**config.mk**
```make
export PLATFORM = sky130hd
export DESIGN_NAME = pipe_stall_ctrl
export DESIGN_NICKNAME = d
export VERILOG_FILES = /design/src/rtl/pipe_stall_ctrl.sv
export SDC_FILE = /design/constraint.sdc
export NUM_CORES = 1
export LEC_CHECK = 0
export CELL_PAD_IN_SITES_DETAIL_PLACEMENT = 1
export CELL_PAD_IN_SITES_GLOBAL_PLACEMENT = 1
export CORE_MARGIN = 1.5
export CORE_UTILIZATION = 32
export DETAILED_ROUTE_END_ITERATION = 8
export PLACE_DENSITY = 0.86
export REMOVE_ABC_BUFFERS = 1
export SYNTH_ARGS = -nofsm -noshare
export SYNTH_HDL_FRONTEND = slang
export SYNTH_SLANG_ARGS = --single-unit
```
**constraint.sdc**
```tcl
create_clock -name clk -period 1.79 [get_ports clk]
set_input_delay 0.179 -clock clk [delete_from_list [all_inputs] [get_ports clk]]
set_output_delay 0.179 -clock clk [all_outputs]
set_load 0.05 [all_outputs]
```
**src/rtl/pipe_stall_ctrl.sv**
```systemverilog
//==============================================================================
// Module      : pipe_stall_ctrl
// Description : Central hazard/stall controller for a 5-stage MIPS pipeline.
//               Drives hold/clear of the IF/ID, ID/EX, EX/MEM and MEM/WB
//               pipeline registers plus the PC hold. Hazards are resolved in
//               priority order: memory wait, mult/div, load-use, taken branch.
//               Also owns the mult/div busy sequencer and a stall-cycle
//               performance counter.
// Ports       : clk, rst_n                  clock / async active-low reset
//               id_rs, id_rt, id_uses_rt    source operands of the ID instr
//               id_branch_taken             branch resolved taken in ID
//               ex_memread, ex_rt           load in EX and its destination
//               ex_md_start                 EX instruction is mult/div
//               mem_wait                    memory not ready
//               pc_hold, *_hold, *_clear    pipeline register controls
//               md_busy, md_done            mult/div sequencer status
//               stall_cnt                   cycles with pc_hold=1
// Revision    : 1.0 - initial release
//==============================================================================
`default_nettype none

module pipe_stall_ctrl #(
  parameter int REGW      = 5,
  parameter int MD_CYCLES = 32
) (
  input  logic            clk,
  input  logic            rst_n,
  input  logic [REGW-1:0] id_rs,
  input  logic [REGW-1:0] id_rt,
  input  logic            id_uses_rt,
  input  logic            id_branch_taken,
  input  logic            ex_memread,
  input  logic [REGW-1:0] ex_rt,
  input  logic            ex_md_start,
  input  logic            mem_wait,
  output logic            pc_hold,
  output logic            ifid_hold,
  output logic            ifid_clear,
  output logic            idex_hold,
  output logic            idex_clear,
  output logic            exmem_hold,
  output logic            exmem_clear,
  output logic            memwb_hold,
  output logic            memwb_clear,
  output logic            md_busy,
  output logic            md_done,
  output logic [31:0]     stall_cnt
);

  localparam int CW = (MD_CYCLES > 2) ? $clog2(MD_CYCLES) : 1;
  localparam logic [CW-1:0] c_md_load = CW'(MD_CYCLES - 2);

  typedef enum logic [1:0] {
    ST_IDLE = 2'd0,
    ST_BUSY = 2'd1,
    ST_DONE = 2'd2
  } state_t;

  // With the minimum latency there are no BUSY cycles: start cycle then DONE.
  localparam state_t c_first_state = (MD_CYCLES > 2) ? ST_BUSY : ST_DONE;

  state_t        r_state, w_state_nxt;
  logic [CW-1:0] r_md_cnt, w_md_cnt_nxt;
  logic [31:0]   r_stall_cnt;
  logic          w_load_use;
  logic          w_md_stall;

  assign w_load_use = ex_memread && (ex_rt != '0) &&
                      ((ex_rt == id_rs) || (id_uses_rt && (ex_rt == id_rt)));

  // DONE is deliberately excluded: the held mult/div instruction leaves EX
  // that cycle, so its still-asserted ex_md_start must not restart it.
  assign w_md_stall = ((r_state == ST_IDLE) && ex_md_start) || (r_state == ST_BUSY);

  // Mult/div sequencer state register
  always_ff @(posedge clk or negedge rst_n) begin
    if (!rst_n) begin
      r_state  <= ST_IDLE;
      r_md_cnt <= '0;
    end else begin
      r_state  <= w_state_nxt;
      r_md_cnt <= w_md_cnt_nxt;
    end
  end

  // Mult/div next state; a memory wait freezes the whole sequencer.
  always_comb begin
    w_state_nxt  = r_state;
    w_md_cnt_nxt = r_md_cnt;
    if (!mem_wait) begin
      case (r_state)
        ST_IDLE: begin
          if (ex_md_start) begin
            w_md_cnt_nxt = c_md_load;
            w_state_nxt  = c_first_state;
          end
        end
        ST_BUSY: begin
          // Counter reaches zero on the edge that enters DONE.
          w_md_cnt_nxt = r_md_cnt - 1'b1;
          if (r_md_cnt <= CW'(1)) begin
            w_state_nxt = ST_DONE;
          end
        end
        ST_DONE: begin
          w_state_nxt = ST_IDLE;
        end
        default: begin
          w_state_nxt  = ST_IDLE;
          w_md_cnt_nxt = '0;
        end
      endcase
    end
  end

  // Hold/clear outputs, priority encoded.
  always_comb begin
    pc_hold     = 1'b0;
    ifid_hold   = 1'b0;
    ifid_clear  = 1'b0;
    idex_hold   = 1'b0;
    idex_clear  = 1'b0;
    exmem_hold  = 1'b0;
    exmem_clear = 1'b0;
    memwb_hold  = 1'b0;
    memwb_clear = 1'b0;
    if (!rst_n) begin
      ifid_clear  = 1'b1;
      idex_clear  = 1'b1;
      exmem_clear = 1'b1;
      memwb_clear = 1'b1;
    end else if (mem_wait) begin
      pc_hold    = 1'b1;
      ifid_hold  = 1'b1;
      idex_hold  = 1'b1;
      exmem_hold = 1'b1;
      memwb_hold = 1'b1;
    end else if (w_md_stall) begin
      // Front of pipe waits on the multiplier; a bubble goes into EX/MEM.
      pc_hold     = 1'b1;
      ifid_hold   = 1'b1;
      idex_hold   = 1'b1;
      exmem_clear = 1'b1;
    end else if (w_load_use) begin
      pc_hold    = 1'b1;
      ifid_hold  = 1'b1;
      idex_clear = 1'b1;
    end else if (id_branch_taken) begin
      ifid_clear = 1'b1;
    end
  end

  assign md_busy = (r_state == ST_BUSY);
  assign md_done = (r_state == ST_DONE);

  // Stall-cycle performance counter, wraps naturally.
  always_ff @(posedge clk or negedge rst_n) begin
    if (!rst_n) begin
      r_stall_cnt <= 32'd0;
    end else if (pc_hold) begin
      r_stall_cnt <= r_stall_cnt + 32'd1;
    end
  end

  assign stall_cnt = r_stall_cnt;

endmodule

`default_nettype wire

```
==> impl_results.md, run 1 <==
* Run status: complete, but fails checks
* Failing checks: negative setup slack
* Slew HR at a little over half
* Mapped Area at around 0.0022 mm²
* Worst-Margin Slew at just over 0.7 ns
* Row cnt at 29
* Yosys cell types at 38
* Post-route DRC at 0
* Gate power share at 47.8%
* H-Tree Level Count at 2
* Max-Cap Viols at 0
* Clock Skews at ~0.007 ns
* Post-Route Utilization at between 50% and 60%
* Met3 Routed Length at around 140 µm
* Worst min-delay path category: in2async
* Syn_area_per_cell at slightly below 10 µm²
* WL met2 at about 4 mm
* Worst R2R Start: stall_cnt[3]$_DFFE_PN0P_
* Vias in the first global route at about 2200
* Final TNS setup at -1.12 ns
* LEAKAGE at between 1.5 and 2 nW
* Max Clk Rate at 0.520 GHz
* First-pass GRT wire length at between 10 and 15 mm
* Die height at between 80 and 90 µm
* Post-route worst setup slack at -0.134 ns
* RSZ-0062 raised after global routing: true
* CP endpoint kind: register
* Initial DRC count at 63
* DR vias at 2074
* Setup crit start kind: register
* Worst hold slack at 0.144 ns
* GRT Residual Overflow at 0
* Sequential element share of the synthesized area at roughly 44%
* Final ANT Viol Nets at 0
* GRT Overall Usage at about 19%
* Clock power frac at ~21%
* DRT met1 WL at between 2 and 3 mm
* Drt wl/cell at around 18 µm
* Via-per-instance ratio at between 5 and 6
* Sw Share at approximately 44%
* Filler cells at approximately 710
* Detailed-route wire length at ~7.2 mm
* Sequential share of power at about a third
* Clock transition at path regs at about 0.090 ns
* Core Region at 0.00649 mm²
* Worst VDD drop at 0.000488 V
* Ant diodes at 0
* Starting Density at 33.8%
* Placer Congestion at about 0.75
* Initial antenna violation count at 0
* Seq cells post-synth at 39
* Critical path arrival at approximately 2.1 ns
* # IOs at 65
* Final Hold Vio Count at 0
* Layout cells sized above 1 at a little over a third
* Synth-to-Final Area Change at 66.2%
* Net Switching at between 1.5 and 2 mW
* Worst Path Required at 1.99 ns
* Root Buffer: clkbuf_8
* CTS Buf Count at 5
* Cells after Synth at around 230
* Largest fanout on the critical path at 9
* Final worst path period share at 107%
* Final setup vio count at 15
* PwrDens at roughly 1000 mW/mm²
* Period minus WS final at about 1.9 ns
* Detailed placement HPWL at about 4.6 mm
* Final #Nets at approximately 350
* Critical path origin: stall_cnt[3]$_DFFE_PN0P_
* Internal Dissipation at about 2.1 mW
* Die Area at approximately 0.0074 mm²
* Crit-path cells: and4_4, nand3_4, or3_4, buf_12, nor4b_4, xor2_1
* Largest net degree at the start of global routing at 19
* # clock sinks at 39
* Kind of critical path: reg2reg
* Port-buffer cells at 64
* Clk buf depth at 2
* CTS tree: done
* Chip width at roughly 86 µm
* Worst-path cell with the longest stage delay: or3_4
* Max stage delay on crit path at between 0.3 and 0.4 ns
* DRT Pass-1 Iters at 4
* YS warnings at 0
* Worst-Skew Late Latency at about 0.30 ns
* DR top layer: met4
* Fin. max-slew vios at 0
[layout make-up]
class | instances | area [µm²] | share of cell area [%]
clock buffer | 5 | 68.8 | 1.89
clock inverter | 3 | 43.8 | 1.20
inverter | 6 | 25.0 | 0.686
multi-input combinational | 169 | 1400 | 38.4
sequential | 39 | 977 | 26.8
tap | 77 | 96.3 | 2.64
timing repair buffer | 103 | 1030 | 28.4
[stage by stage]
step                      total power, mW  setup WS [ns]  instance area [µm²]  cells
final                                3.71         -0.134                 3650    402
after global routing                 3.89         -0.221                 3650    402
after global placement               2.69         -0.422                 3070    382
after detailed placement             2.75         -0.554                 3070    382
after CTS                            3.66         -0.100                 3470    399
after floorplan                      2.07          -1.21                 2120    214
[path summary, 6_finish.rpt]
check | cells after the start | endpoint | slack [ns]
worst max-delay path | 6 | stall_cnt[21]$_DFFE_PN0P_ | -0.13
worst max register to register | 6 | stall_cnt[21]$_DFFE_PN0P_ | -0.13
min in group clk | 4 | stall_cnt[0]$_DFFE_PN0P_ | 0.43
worst min register to register | 1 | stall_cnt[31]$_DFFE_PN0P_ | 0.48
worst min-delay path | 3 | stall_cnt[3]$_DFFE_PN0P_ | 0.14
max in group asynchronous | 3 | stall_cnt[21]$_DFFE_PN0P_ | 0.52
[timing repair]
| item | CTS | global route |
|---|---|---|
| setup buffers | 8 | 3 |
| endpoints found under the setup margin | 36 | 34 |
| endpoints found under the hold margin | 23 | 0 |
| hold buffers | 2 | 0 |
| cloned | 0 | 0 |
| gates resized for setup | 59 | 35 |
| pin swaps | 18 | 29 |
[flip-flops by register name, summed over array words and instances, names as in the netlist]
register and flops:
stall_cnt 32, r_state 2, r_md_cnt 5
[Yosys cell counts]
cell type	count	share of area [%]
nor2b_1	3	0.86
a22oi_1	1	0.34
inv_1	6	1.0
xnor2_1	13	5.2
nand4_1	8	2.3
xor2_1	28	11
o221ai_1	1	0.40
nor4_2	4	2.3
o21bai_1	2	0.68
ha_1	3	1.7
o21a_1	1	0.34
buf_8	1	0.68
buf_2	3	0.68
o21ai_0	12	2.7
nand2b_1	2	0.57
nor4_1	8	2.3
and4_1	1	0.40
nor2_1	12	2.1
nand3_4	1	0.80
mux2i_1	1	0.46
clkbuf_1	5	0.86
nand2_1	25	4.3
nand3_1	9	2.1
or3_4	1	0.51
and2_1	5	1.4
dfrtp_1	39	44
or4_1	1	0.34
and4_4	1	0.51
nor3b_1	1	0.34
nand3b_1	1	0.34
buf_4	2	0.68
a21boi_0	2	0.68
a21oi_1	3	0.68
mux2_2	1	0.51
nor4b_1	4	1.6
buf_6	1	0.51
nor3_1	13	3.0
o22ai_1	1	0.29
[routing by layer]
layer	GRT usage [%]	vias up
met5	0	-
met4	5.57	0
met3	2.79	9
met2	35.7	37
met1	23.1	1051
li1	-	977
[worst max-delay path: cells and delay by family, from the launching register on]
| family | cells | cell delay, ns |
|---|---|---|
| and+or+nand+nor | 4 | 1.04 |
| DFF | 1 | 0.37 |
| xor gates and xnor gates | 1 | 0.25 |
| buffers and inverters | 1 | 0.16 |
[power by group through the flow]
stage	Sequential (mW)	Combinational, mW	Clock (mW)
2_1_floorplan	1.44	0.623	0
3_3_place_gp	1.16	1.53	0
3_5_place_dp	1.17	1.58	0
4_1_cts	1.16	1.72	0.780
5_1_grt	1.19	1.90	0.809
6_report	1.17	1.77	0.767
[logic make-up (layout without fill, tap and decap cells)]
group	Yosys count	in the layout	share of synthesized area (%)
muxes	2	2	0.969
xor gates and xnor gates	41	41	16.4
buffers and inverters	18	117	4.45
adders and majority gates	3	3	1.71
AOI/OAI and AO/OA	23	23	6.16
DFF	39	39	44.5
and+or+nand+nor	100	100	25.9
[cells in the final DEF, fill, tap and decap left out, drive strengths merged, types with 2 or more instances in the layout]
cell type,instances
buf,66
dfrtp,39
xor2,28
nand2,25
clkdlybuf4s50,21
xnor2,13
nor3,13
nor2,12
dlymetal6s2s,12
o21ai,12
nor4,12
nand3,10
nand4,8
inv,6
clkbuf,5
and2,5
nor4b,4
nor2b,3
a21oi,3
ha,3
o21bai,2
a21boi,2
dlygate4sd3,2
dlygate4sd2,2
nand2b,2
and4,2
clkinv,2
No activity file was read; power rests on OpenSTA's default activity.
==> inputs of run 2 (changes only) <==
- CAP_MARGIN: not set -> 15
==> results of run 2 <==
Same layout as run 1: the final DEF is identical, and so are final timing and power.
==> inputs of run 3 (changes only) <==
- PLACE_DENSITY: 0.86 -> not set
- PLACE_DENSITY_LB_ADDON: not set -> 0.12
==> run 3 against run 2 <==
The run still ends with negative setup slack left. First-iteration DRC count is 37% higher. Worst setup slack improved by 0.073 ns. Combinational power increased by 2%. Clock power grew 2%. Hold slack got worse by 0.11 ns. Power up 1.1%. Cell count up 2.0%. Maximum frequency increased by 4.0%. Critical path type unchanged. Highest routed layer unchanged.
==> impl_results.md, run 3 (same netlist as run 1, synthesis figures left out) <==
* Run status: complete, but fails checks
* Failing checks: negative setup slack
* Die Area at between 0.007 and 0.008 mm²
* First-pass GRT wire length at roughly 11 mm
* Worst-Skew Late Latency at around 0.3 ns
* Non-filler instance count after layout at a little over 400
* Max Clk Rate at 0.541 GHz
* Filler cells at between 700 and 800
* PwrDens at just over 1000 mW/mm²
* # clock sinks at 39
* Final #Nets at 357
* DRT Pass-1 Iters at 6
* Starting Density at 33.8%
* Initial antenna violation count at 0
* CP endpoint kind: register
* Port-buffer cells at 64
* Register Area at slightly below 0.001 mm²
* Most frequent cells in the layout: buf_4, dfrtp_1, xor2_1, nand2_1, clkdlybuf4s50_1
* Period minus WS final at between 1.5 and 2 ns
* Placer Congestion at roughly 0.79
* Sw Share at between 40 and 50%
* Post-route worst setup slack at -0.0601 ns
* DR vias at 2087
* H-Tree Level Count at 2
* Largest fanout on the critical path at 8
* Max-Cap Viols at 0
* Initial DRC count at 86
* Worst min-delay path category: in2async
* RSZ-0062 raised after global routing: true
* Ant diodes at 0
* Die height at between 80 and 90 µm
* Most common cell after layout, fill and taps aside: buf_4
* CTS Buf Count at 5
* Final worst path period share at 103%
* Slew HR at between 60 and 70%
* Vias in the first global route at between 2000 and 2500
* Layout cells sized above 1 at between 30% and 40%
* Detailed-route wire length at about 7 mm
* Final ANT Viol Nets at 0
* Largest net degree at the start of global routing at 40
* Via-per-instance ratio at ~5.1
* LEAKAGE at approximately 1.9 nW
* Root Buffer: clkbuf_8
* Sequential share of power at between 30% and 40%
* GRT Residual Overflow at 0
* Clock Skews at about 0.013 ns
* Worst VDD drop at roughly 0.00086 V
* Worst Path Required at 2.01 ns
* Area taken by multi-input logic gates at 0.00137 mm²
* Post-route DRC at 0
* Clk buf depth at 2
* Kind of critical path: reg2reg
* Gate power share at between 40% and 50%
* Clock transition at path regs at 0.09 ns
* Post-layout instance area at ~0.0037 mm²
* Final setup vio count at 10
* Internal Dissipation at roughly 2.2 mW
* Clock power frac at a little over a fifth
* Setup crit start kind: register
* Net Switching at ~1.5 mW
* Core Region at between 0.006 and 0.007 mm²
* Worst-Margin Slew at between 0.5 and 0.6 ns
* Fin. max-slew vios at 0
* # IOs at 65
* Drt wl/cell at 17.1 µm
* Row cnt at 29
* Critical path arrival at roughly 2.1 ns
* GRT Overall Usage at 18.5%
* Final Hold Vio Count at 0
* Max reg flops at 32
* Cell count after placement at 388
* Detailed placement HPWL at 4.47 mm
* Post-place instance area at 0.00315 mm²
* Synth-to-Final Area Change at 66.8%
* Chip width at ~86 µm
* CTS tree: done
-- run 3: cell count changes in the layout (fill, tap and decap cells not counted), moves of 2 or more --
cell | before | now
nand2_4 | 0 | 2
clkdlybuf4s50_1 | 21 | 19
nor4_4 | 8 | 5
nand2_2 | 3 | 1
nor4_2 | 2 | 7
nor3_1 | 4 | 8
nor4_1 | 2 | 0
dlygate4sd2_1 | 2 | 11
dlygate4sd3_1 | 2 | 0
nor3_4 | 5 | 1
buf_4 | 46 | 51
-- run 3: stage by stage --
stage | hold WS [ns] | setup TNS, ns | utilization [%] | power (mW) | setup slack, ns
2_1_floorplan | -0.117 | -31.96 | - | 2.07 | -1.21
6_report | 0.0354 | -0.323 | 56.3 | 3.75 | -0.0601
3_5_place_dp | 0.210 | -16.65 | 48.4 | 2.79 | -0.570
5_1_grt | 0.0461 | -1.31 | 56.3 | 3.95 | -0.126
3_3_place_gp | 0.214 | -15.08 | 48.4 | 2.75 | -0.515
4_1_cts | 0.0324 | -0.387 | 52.2 | 3.63 | -0.0693
-- run 3: final timing paths --
check                                     startpoint                   endpoint  slack [ns]  depth (start not counted)
hold / removal                                 rst_n   stall_cnt[2]$_DFFE_PN0P_        0.04                          3
setup reg to reg            stall_cnt[5]$_DFFE_PN0P_  stall_cnt[27]$_DFFE_PN0P_       -0.06                          6
max in group asynchronous                      rst_n    r_md_cnt[2]$_DFFE_PN0P_        1.55                          3
min in group clk                               rst_n   stall_cnt[2]$_DFFE_PN0P_        0.40                          4
setup / recovery            stall_cnt[5]$_DFFE_PN0P_  stall_cnt[27]$_DFFE_PN0P_       -0.06                          6
hold reg to reg            stall_cnt[31]$_DFFE_PN0P_  stall_cnt[31]$_DFFE_PN0P_        0.47                          1
-- run 3: cell type report --
cell class,instances,area share [%]
multi-input combinational,170,37.3
timing repair buffer,110,29.5
sequential,39,26.7
tap,77,2.63
clock buffer,6,2.26
clock inverter,2,0.957
inverter,6,0.684
-- run 3: power by group through the flow --
stage / Sequential, mW / Clock, mW / Combinational [mW]
finish: 1.16 / 0.782 / 1.81
floorplan: 1.44 / 0 / 0.623
detailed placement: 1.17 / 0 / 1.62
global route: 1.18 / 0.832 / 1.93
global placement: 1.16 / 0 / 1.59
CTS: 1.16 / 0.797 / 1.68
-- run 3: repair_timing --
item	4_1_cts	5_1_grt
pin swaps	17	21
buffers inserted	3	9
gates cloned	1	0
hold buffers	1	0
setup endpoints to repair	37	36
resized for setup	49	39
endpoints found under the hold margin	39	0
-- run 3: worst max-delay path: stages (launching register included) --
cell and delay, ns:
dfrtp_1 0.37, and4_4 0.26, nand3_4 0.07, or3_4 0.46, nand2b_4 0.19, nor4_4 0.26, xor2_1 0.17
-- run 3: per-layer routing --
layer | track usage (%) | up-vias | wire, µm
li1 | - | 994 | -
met1 | 25.8 | 1045 | 3290
met2 | 30.6 | 41 | 3470
met3 | 2.79 | 7 | 204
met4 | 3.96 | 0 | 42
met5 | 0 | - | 0
